[config.mk]
export PLATFORM = sky130hd
export DESIGN_NAME = rom_read_master
export DESIGN_NICKNAME = d
export VERILOG_FILES = /design/src/rtl/rom_read_master.sv
export SDC_FILE = /design/constraint.sdc
export NUM_CORES = 1
export LEC_CHECK = 0
export ABC_CLOCK_PERIOD_IN_PS = 2680
export CORE_MARGIN = 8
export CORE_UTILIZATION = 50
export DETAILED_ROUTE_END_ITERATION = 12
export PLACE_DENSITY = 0.79
export SYNTH_ARGS = -nofsm -noshare
export SYNTH_HDL_FRONTEND = slang
export SYNTH_SLANG_ARGS = --single-unit
[constraint.sdc]
create_clock -name ACLK -period 2.68 [get_ports ACLK]
set_clock_uncertainty 0.15 [all_clocks]
set_input_delay 0.536 -clock ACLK [delete_from_list [all_inputs] [get_ports ACLK]]
set_output_delay 0.536 -clock ACLK [all_outputs]
set_load 0.01 [all_outputs]
[src/rtl/rom_read_master.sv]
// AXI4 read-only master: turns single-cycle fetch requests into INCR bursts and
// buffers returned beats in a first-word-fall-through FIFO, flagging bad beats.
module rom_read_master #(
  parameter logic [3:0] MASTER_ID  = 4'd0,
  parameter int         FIFO_DEPTH = 4
) (
  input  logic        ACLK,
  input  logic        ARESET,
  input  logic        req_valid,
  output logic        req_ready,
  input  logic [31:0] req_addr,
  input  logic [3:0]  req_len,
  output logic        rsp_valid,
  input  logic        rsp_ready,
  output logic [31:0] rsp_data,
  output logic        rsp_last,
  output logic        rsp_err,
  output logic        busy,
  output logic        ARVALID_M,
  input  logic        ARREADY_M,
  output logic [31:0] ARADDR_M,
  output logic [3:0]  ARID_M,
  output logic [3:0]  ARLEN_M,
  output logic [2:0]  ARSIZE_M,
  output logic [1:0]  ARBURST_M,
  input  logic        RVALID_M,
  output logic        RREADY_M,
  input  logic [3:0]  RID_M,
  input  logic [31:0] RDATA_M,
  input  logic [1:0]  RRESP_M,
  input  logic        RLAST_M
);

  localparam int PTR_W = $clog2(FIFO_DEPTH);
  localparam logic [PTR_W:0] DEPTH_CNT = (PTR_W + 1)'(FIFO_DEPTH);

  typedef enum logic [1:0] {IDLE = 2'd0, ADDR = 2'd1, DATA = 2'd2} state_t;

  state_t           state_reg, state_next;
  logic [31:0]      addr_reg;
  logic [3:0]       len_reg;
  logic [3:0]       beat_cnt_reg;
  logic [PTR_W-1:0] wr_ptr_reg, rd_ptr_reg;
  logic [PTR_W:0]   count_reg;
  logic [33:0]      fifo_mem [FIFO_DEPTH];
  logic [33:0]      head;

  logic req_hs, ar_hs, r_hs, pop;
  logic fifo_full, fifo_empty;
  logic beat_last, beat_err;

  assign fifo_full  = (count_reg == DEPTH_CNT);
  assign fifo_empty = (count_reg == '0);

  assign req_ready = (state_reg == IDLE) && !ARESET;
  assign req_hs    = req_valid && req_ready;
  assign ar_hs     = ARVALID_M && ARREADY_M;
  assign r_hs      = RVALID_M && RREADY_M;
  assign pop       = rsp_valid && rsp_ready;

  assign beat_last = (beat_cnt_reg == len_reg);
  assign beat_err  = (RRESP_M != 2'b00) | (RID_M != MASTER_ID) | (RLAST_M != beat_last);

  assign ARVALID_M = (state_reg == ADDR);
  assign ARADDR_M  = addr_reg;
  assign ARLEN_M   = len_reg;
  assign ARID_M    = MASTER_ID;
  assign ARSIZE_M  = 3'b010;
  assign ARBURST_M = 2'b01;
  // Backpressure looks only at the registered count, so a same-cycle pop never frees a slot.
  assign RREADY_M  = (state_reg == DATA) && !fifo_full;

  assign head      = fifo_mem[rd_ptr_reg];
  assign rsp_valid = !fifo_empty;
  assign rsp_data  = rsp_valid ? head[33:2] : 32'd0;
  assign rsp_last  = rsp_valid & head[1];
  assign rsp_err   = rsp_valid & head[0];
  assign busy      = (state_reg != IDLE) || !fifo_empty;

  always_ff @(posedge ACLK or posedge ARESET) begin
    if (ARESET) state_reg <= IDLE;
    else        state_reg <= state_next;
  end

  always_comb begin
    state_next = state_reg;
    case (state_reg)
      IDLE:    if (req_hs) state_next = ADDR;
      ADDR:    if (ar_hs) state_next = DATA;
      DATA:    if (r_hs && (RLAST_M || beat_last)) state_next = IDLE;
      default: state_next = IDLE;
    endcase
  end

  always_ff @(posedge ACLK or posedge ARESET) begin
    if (ARESET) begin
      addr_reg     <= 32'd0;
      len_reg      <= 4'd0;
      beat_cnt_reg <= 4'd0;
    end else if (req_hs) begin
      addr_reg     <= {req_addr[31:2], 2'b00};
      len_reg      <= req_len;
      beat_cnt_reg <= 4'd0;
    end else if (r_hs) begin
      beat_cnt_reg <= beat_cnt_reg + 4'd1;
    end
  end

  always_ff @(posedge ACLK or posedge ARESET) begin
    if (ARESET) begin
      wr_ptr_reg <= '0;
      rd_ptr_reg <= '0;
      count_reg  <= '0;
    end else begin
      if (r_hs) wr_ptr_reg <= wr_ptr_reg + (PTR_W)'(1);
      if (pop)  rd_ptr_reg <= rd_ptr_reg + (PTR_W)'(1);
      case ({r_hs, pop})
        2'b10:   count_reg <= count_reg + (PTR_W + 1)'(1);
        2'b01:   count_reg <= count_reg - (PTR_W + 1)'(1);
        default: count_reg <= count_reg;
      endcase
    end
  end

  // Storage needs no reset: entries are only visible through the count.
  always_ff @(posedge ACLK) begin
    if (r_hs) fifo_mem[wr_ptr_reg] <= {RDATA_M, beat_last, beat_err};
  end

endmodule

### After elaboration in Yosys (flattened, before gate mapping)

Memory sizes are Yosys's and may differ from the RTL's.
Cells that the tools add are included.

* register bits after elaboration: 47
* bits in writable memories: 136
* output and inout port bits: 84
* logic and storage cells: 57
* memories: 1

* $add $sub $neg: 5
* equal/unequal tests: 10
* mux-type cells: 10
* bitwise logic cells: 4
* reduce and logical (&&, ||, !) cells: 20

Memory list
* fifo_mem: depth 4, width 34, read ports 1, clocked after memory_dff 0, wr ports 1, line 45 `logic [33:0] fifo_mem [FIFO_DEPTH];`

Operators by type and width (count)
* two-way mux 32 bit: 1
* two-way mux 4 bit: 2
* nonzero test 2 bit: 4
* logical AND 1 bit: 7
* two-way mux 2 bit: 3
* one-hot mux 2 bit (3 select lines): 1
* one-hot mux 3 bit (2 select lines): 1
* adder 2 x 1 -> 2 bit (second input constant): 2
* adder 4 x 1 -> 4 bit (second input constant): 1
* equality test 2 x 1 -> 1 bit (second input constant): 2
* equality test 2 bit (second input constant): 2
* equality test 4 bit: 1
* inequality test 2 x 1 -> 1 bit (second input constant): 2
* nonzero test 4 bit: 1
* adder 3 x 1 -> 3 bit (second input constant): 1
* equality test 3 bit (second input constant): 1
* logical NOT 1 bit: 3
* logical NOT 3 bit: 1
* AND reduction 3 bit: 1
* subtractor 3 x 1 -> 3 bit (second input constant): 1
* bitwise AND 1 bit: 2
* logical NOT 2 bit: 1
* logical OR 1 bit: 2
* two-way mux 1 bit: 2
* other kinds (3): 4

### Depth between registers and ports, before layout

* depth after elaboration: 7
* gate-level depth with buffers: 9

### Worst setup path after synthesis

OpenSTA, ideal clock, no wires.

* kind: input to register
* from: in RVALID_M
* to: mem fifo_mem[0][0], enable pin
* library setup time: 0.394 ns
* data arrival time: 1.765 ns
* data required time: 2.136 ns
* setup slack: 0.371 ns
* cell stages on the path: 3
* path through: and3b_1 -> clkbuf_1 -> and3_1

* cells in the longest elaborated chain, start to end: 3

Ends and longest elaborated chain
* start: declaration: line 26 `input logic RVALID_M,`
* logical AND 1 bit: line 58 `assign r_hs = RVALID_M && RREADY_M;`
* two-way mux 1 bit: line 127 `if (r_hs) fifo_mem[wr_ptr_reg] <= {RDATA_M, beat_last, beat_err};`
* two-way mux 1 bit (not written as such): line 127
* end: declaration: line 45

Every way passes these cells.

### Worst setup path after layout

* from: reg rd_ptr_reg[0]
* to: out rsp_data[20]

* cells in the longest elaborated chain, start to end: 2

Ends and longest elaborated chain
* start: declaration: line 43 `logic [PTR_W-1:0] wr_ptr_reg, rd_ptr_reg;`
* start signal: assignment: line 116 `if (pop) rd_ptr_reg <= rd_ptr_reg + (PTR_W)'(1);`
* memory (4 x 34 bit)
* two-way mux 32 bit: line 75 `assign rsp_data = rsp_valid ? head[33:2] : 32'd0;`
* end: declaration: line 15 `output logic [31:0] rsp_data,`

Every way passes these cells.

==> summary.md <==
| Metric | Value |
|---|---|
| Status | `finished with violations` |
| Failing checks | `negative setup slack` |
| Worst setup path endpoint | `rsp_data[20]` |
| Antenna diode count | `0` |
| R2R cell count | `7` |
| CP startpoint | `rd_ptr_reg[0]` |
| I/O pin total | `between 150 and 200` |
| Net Sw Frac | `0.2797` |
| CTS Buffer Depth | `2` |
| Global placer's final weighted congestion | `0.6913` |
| Kind of critical path | `flop to output port` |
| Port Buffer Count | `~150` |
| Combinational share of power | `0.415` |
| Die span in y | `137.9 µm` |
| CP Cell Sequence | `buf_6 > buf_6 > buf_16 > buf_12 > mux4_2 > and2_1 > buf_2` |
| Most frequent cells in the layout | `136 x edfxtp_1, 115 x clkdlybuf4s50_1, 45 x dfrtp_1, 34 x mux4_2, 27 x mux2_4` |
| Largest net degree at the start of global routing | `36` |
| Core area | `approximately 15000 µm²` |
| CTS tree | `built` |
| RSZ-0062 raised after global routing | `true` |
| Clock transition at the registers of the reported paths | `60 ps` |
| DRC viols | `0` |
| Setup violations, final | `4` |
| Slowest stage delay, CP | `430 ps` |
| Synthesized area | `between 7000 and 8000 µm²` |
| Grt total ovfl | `0` |
| Initial Utilization | `0.5111` |
| Pre-antenna DRT Iters | `4` |
| Count of final hold-check violations | `0` |
| Worst Path Max Fanout | `6` |
| CP dominant cell by count | `buf_6` |
| Non-filler instance count after layout | `773` |
| Fmax | `approximately 0.37 GHz` |
| Distinct cells, synth | `35` |
| Hold buffers post-CTS | `0` |
| Placed insts | `roughly 720` |
| Worst path required time | `1990 ps` |
| Pleak | `0.003872 µW` |
| Slowest CP cell | `dfrtp_2` |
| Top cell family by delay on the critical path | `buffers and inverters` |
| CP bufs+invs | `5` |
| Clock network power share | `0.227` |
| Antenna violations before repair | `2` |
| Nets@finish | `665` |
| Layout overhead on the synthesized area | `36.01%` |
| R2R Path Start | `count_reg[1]` |
| Vias | `4025` |
| Gate Count Post-Synth | `just under 400` |
| Power Dens Cells | `1076 nW/µm²` |
| CP endpoint kind | `output port` |
| Syn_area_per_cell | `approximately 19 µm²` |
| Top cells by area, synth | `edfxtp_1 55%, dfrtp_1 16%, mux4_2 10%, mux2_4 5.5%, and2_1 3.0%` |
| Most common cell after layout, fill and taps aside | `edfxtp_1` |
| Slew Viols, Final | `0` |
| R2r endpoint | `count_reg[1]` |
| Vias in the first global route | `4433` |
| #FFs+latches synth | `183` |
| Root buf cell | `clkbuf_16` |
| Critical Path Source Type | `flop` |
| Layout cell share with drive strength beyond 1 | `0.3362` |
| Clk Latency, worst-skew pair | `420 ps` |
| Core Util, Final | `0.6952` |
| Final Hold Slack | `between 300 and 400 ps` |
| R2R Setup Slk | `280 ps` |
| Final worst slack | `-50.97 ps` |
| Internal power | `7827 µW` |
| Max-Cap Viols | `0` |
| Post-synth top area share | `0.5498` |
| # H-tree levels | `4` |
| Die width | `137.9 µm` |
| Tmin final | `2731 ps` |
| Psw | `3040 µW` |
| DPL Wire Length | `10.08 mm` |
| Reg power frac | `0.358` |
| Worst slack at placement | `between 100 and 150 ps` |
| Clock Sinks | `approximately 180` |
| Worst endpoint data arrival time | `2040 ps` |
| Routed len/inst | `between 20 and 25 µm` |
| Biggest register | `fifo_mem` |
| First-pass GRT wire length | `between 20 and 25 mm` |
| Syn. warnings | `0` |
| Largest register FFs | `roughly 140` |
| Final Routed Wirelength | `~16 mm` |
| # rows | `44` |
| Vias per inst | `5.207` |
| Fin crit share | `1.019` |
| Die area | `19010 µm²` |
| Maximum vdd drop | `564.2 µV` |
| Initial drt markers | `161` |
| Total Routing Usage GR | `0.1711` |
| Sequential share of the synthesized area | `0.7081` |
| Largest area contributor in the netlist | `edfxtp_1` |
| TritonCTS buffer count | `17` |
| Critical path depth | `7` |
| Final ANT Viol Nets | `0` |
| Total negative slack | `-162.1 ps` |
| HP Class | `primary input to async pin` |
-- power by group through the flow --
stage | Combinational [µW] | Clock, µW | Sequential [µW]
final | 4510 | 2460 | 3890
after global routing | 4840 | 2620 | 3950
after CTS | 4340 | 2520 | 3890
after detailed placement | 4140 | 0 | 3930
after global placement | 4080 | 0 | 3910
after floorplan | 2060 | 0 | 3970
-- area by class of cell --
class / count / area (µm²)
clock buffer: 27 / 576.8
timing repair buffer: 189 / 1951
tap: 184 / 230.2
fill: 963 / 4431
sequential: 183 / 5263
inverter: 10 / 37.54
clock inverter: 5 / 27.53
multi-input combinational: 175 / 2018
-- worst min-delay path by stage --
stage / startpoint / endpoint / slack [ps] / depth (start not counted)
2_1_floorplan: count_reg[2] / count_reg[2] / 310 / 1
3_3_place_gp: count_reg[2] / count_reg[2] / 330 / 1
3_5_place_dp: count_reg[2] / count_reg[2] / 330 / 1
4_1_cts: ARESET / state_reg[0] / 340 / 2
5_1_grt: ARESET / state_reg[0] / 370 / 2
6_report: ARESET / ARADDR_M[22] / 330 / 2
-- per-layer routing --
| layer | wire, µm | GRT usage | vias up |
|---|---|---|---|
| met1 | 6087 | 0.1985 | 2015 |
| met5 | 22 | 0 | - |
| met2 | 7695 | 0.2736 | 162 |
| li1 | - | - | 1830 |
| met3 | 1665 | 0.07971 | 14 |
| met4 | 127 | 0.06269 | 4 |
-- cell families (layout without fill, tap and decap cells) --
family	count (synthesis)	count (layout)	synth area share
AOI/OAI and AO/OA	7	7	0.004716
other	2	11	0.001011
DFF	183	183	0.7081
buffers and inverters	39	231	0.03251
muxes	71	71	0.1723
xor gates and xnor gates	10	10	0.01179
and+or+nand+nor	68	68	0.05508
adders and majority gates	8	8	0.01448
-- cells in the mapped netlist, drive strengths merged --
| cell | number |
|---|---|
| or3 | 3 |
| nor3b | 1 |
| conb | 2 |
| nand2 | 4 |
| inv | 10 |
| clkbuf | 9 |
| mux2i | 3 |
| mux4 | 34 |
| ha | 7 |
| buf | 20 |
| and3b | 1 |
| nor4 | 1 |
| or4b | 1 |
| fa | 1 |
| and3 | 4 |
| dfrtp | 47 |
| nor3 | 4 |
| or3b | 1 |
| o21ai | 5 |
| nor2 | 3 |
| nand4 | 1 |
| xnor2 | 7 |
| a21oi | 2 |
| xor2 | 3 |
| nand2b | 1 |
| nand3b | 1 |
| or2b | 1 |
| mux2 | 34 |
| nand3 | 5 |
| and2 | 36 |
| edfxtp | 136 |
-- metrics by stage --
stage          power [µW]  area (µm²)
3_5_place_dp         8065        9275
3_3_place_gp         7985        9275
4_1_cts             10750       10000
5_1_grt             11420       10100
2_1_floorplan        6033        7462
6_report            10870       10100
-- what timing repair did --
item | 4_1_cts | 5_1_grt
pin swaps | 4 | 5
endpoints found under the setup margin | 36 | 25
cloned | 3 | 0
setup buffers | 11 | 6
endpoints found under the hold margin | 0 | 0
resized for setup | 133 | 39
(Power assumes the default switching activity.)
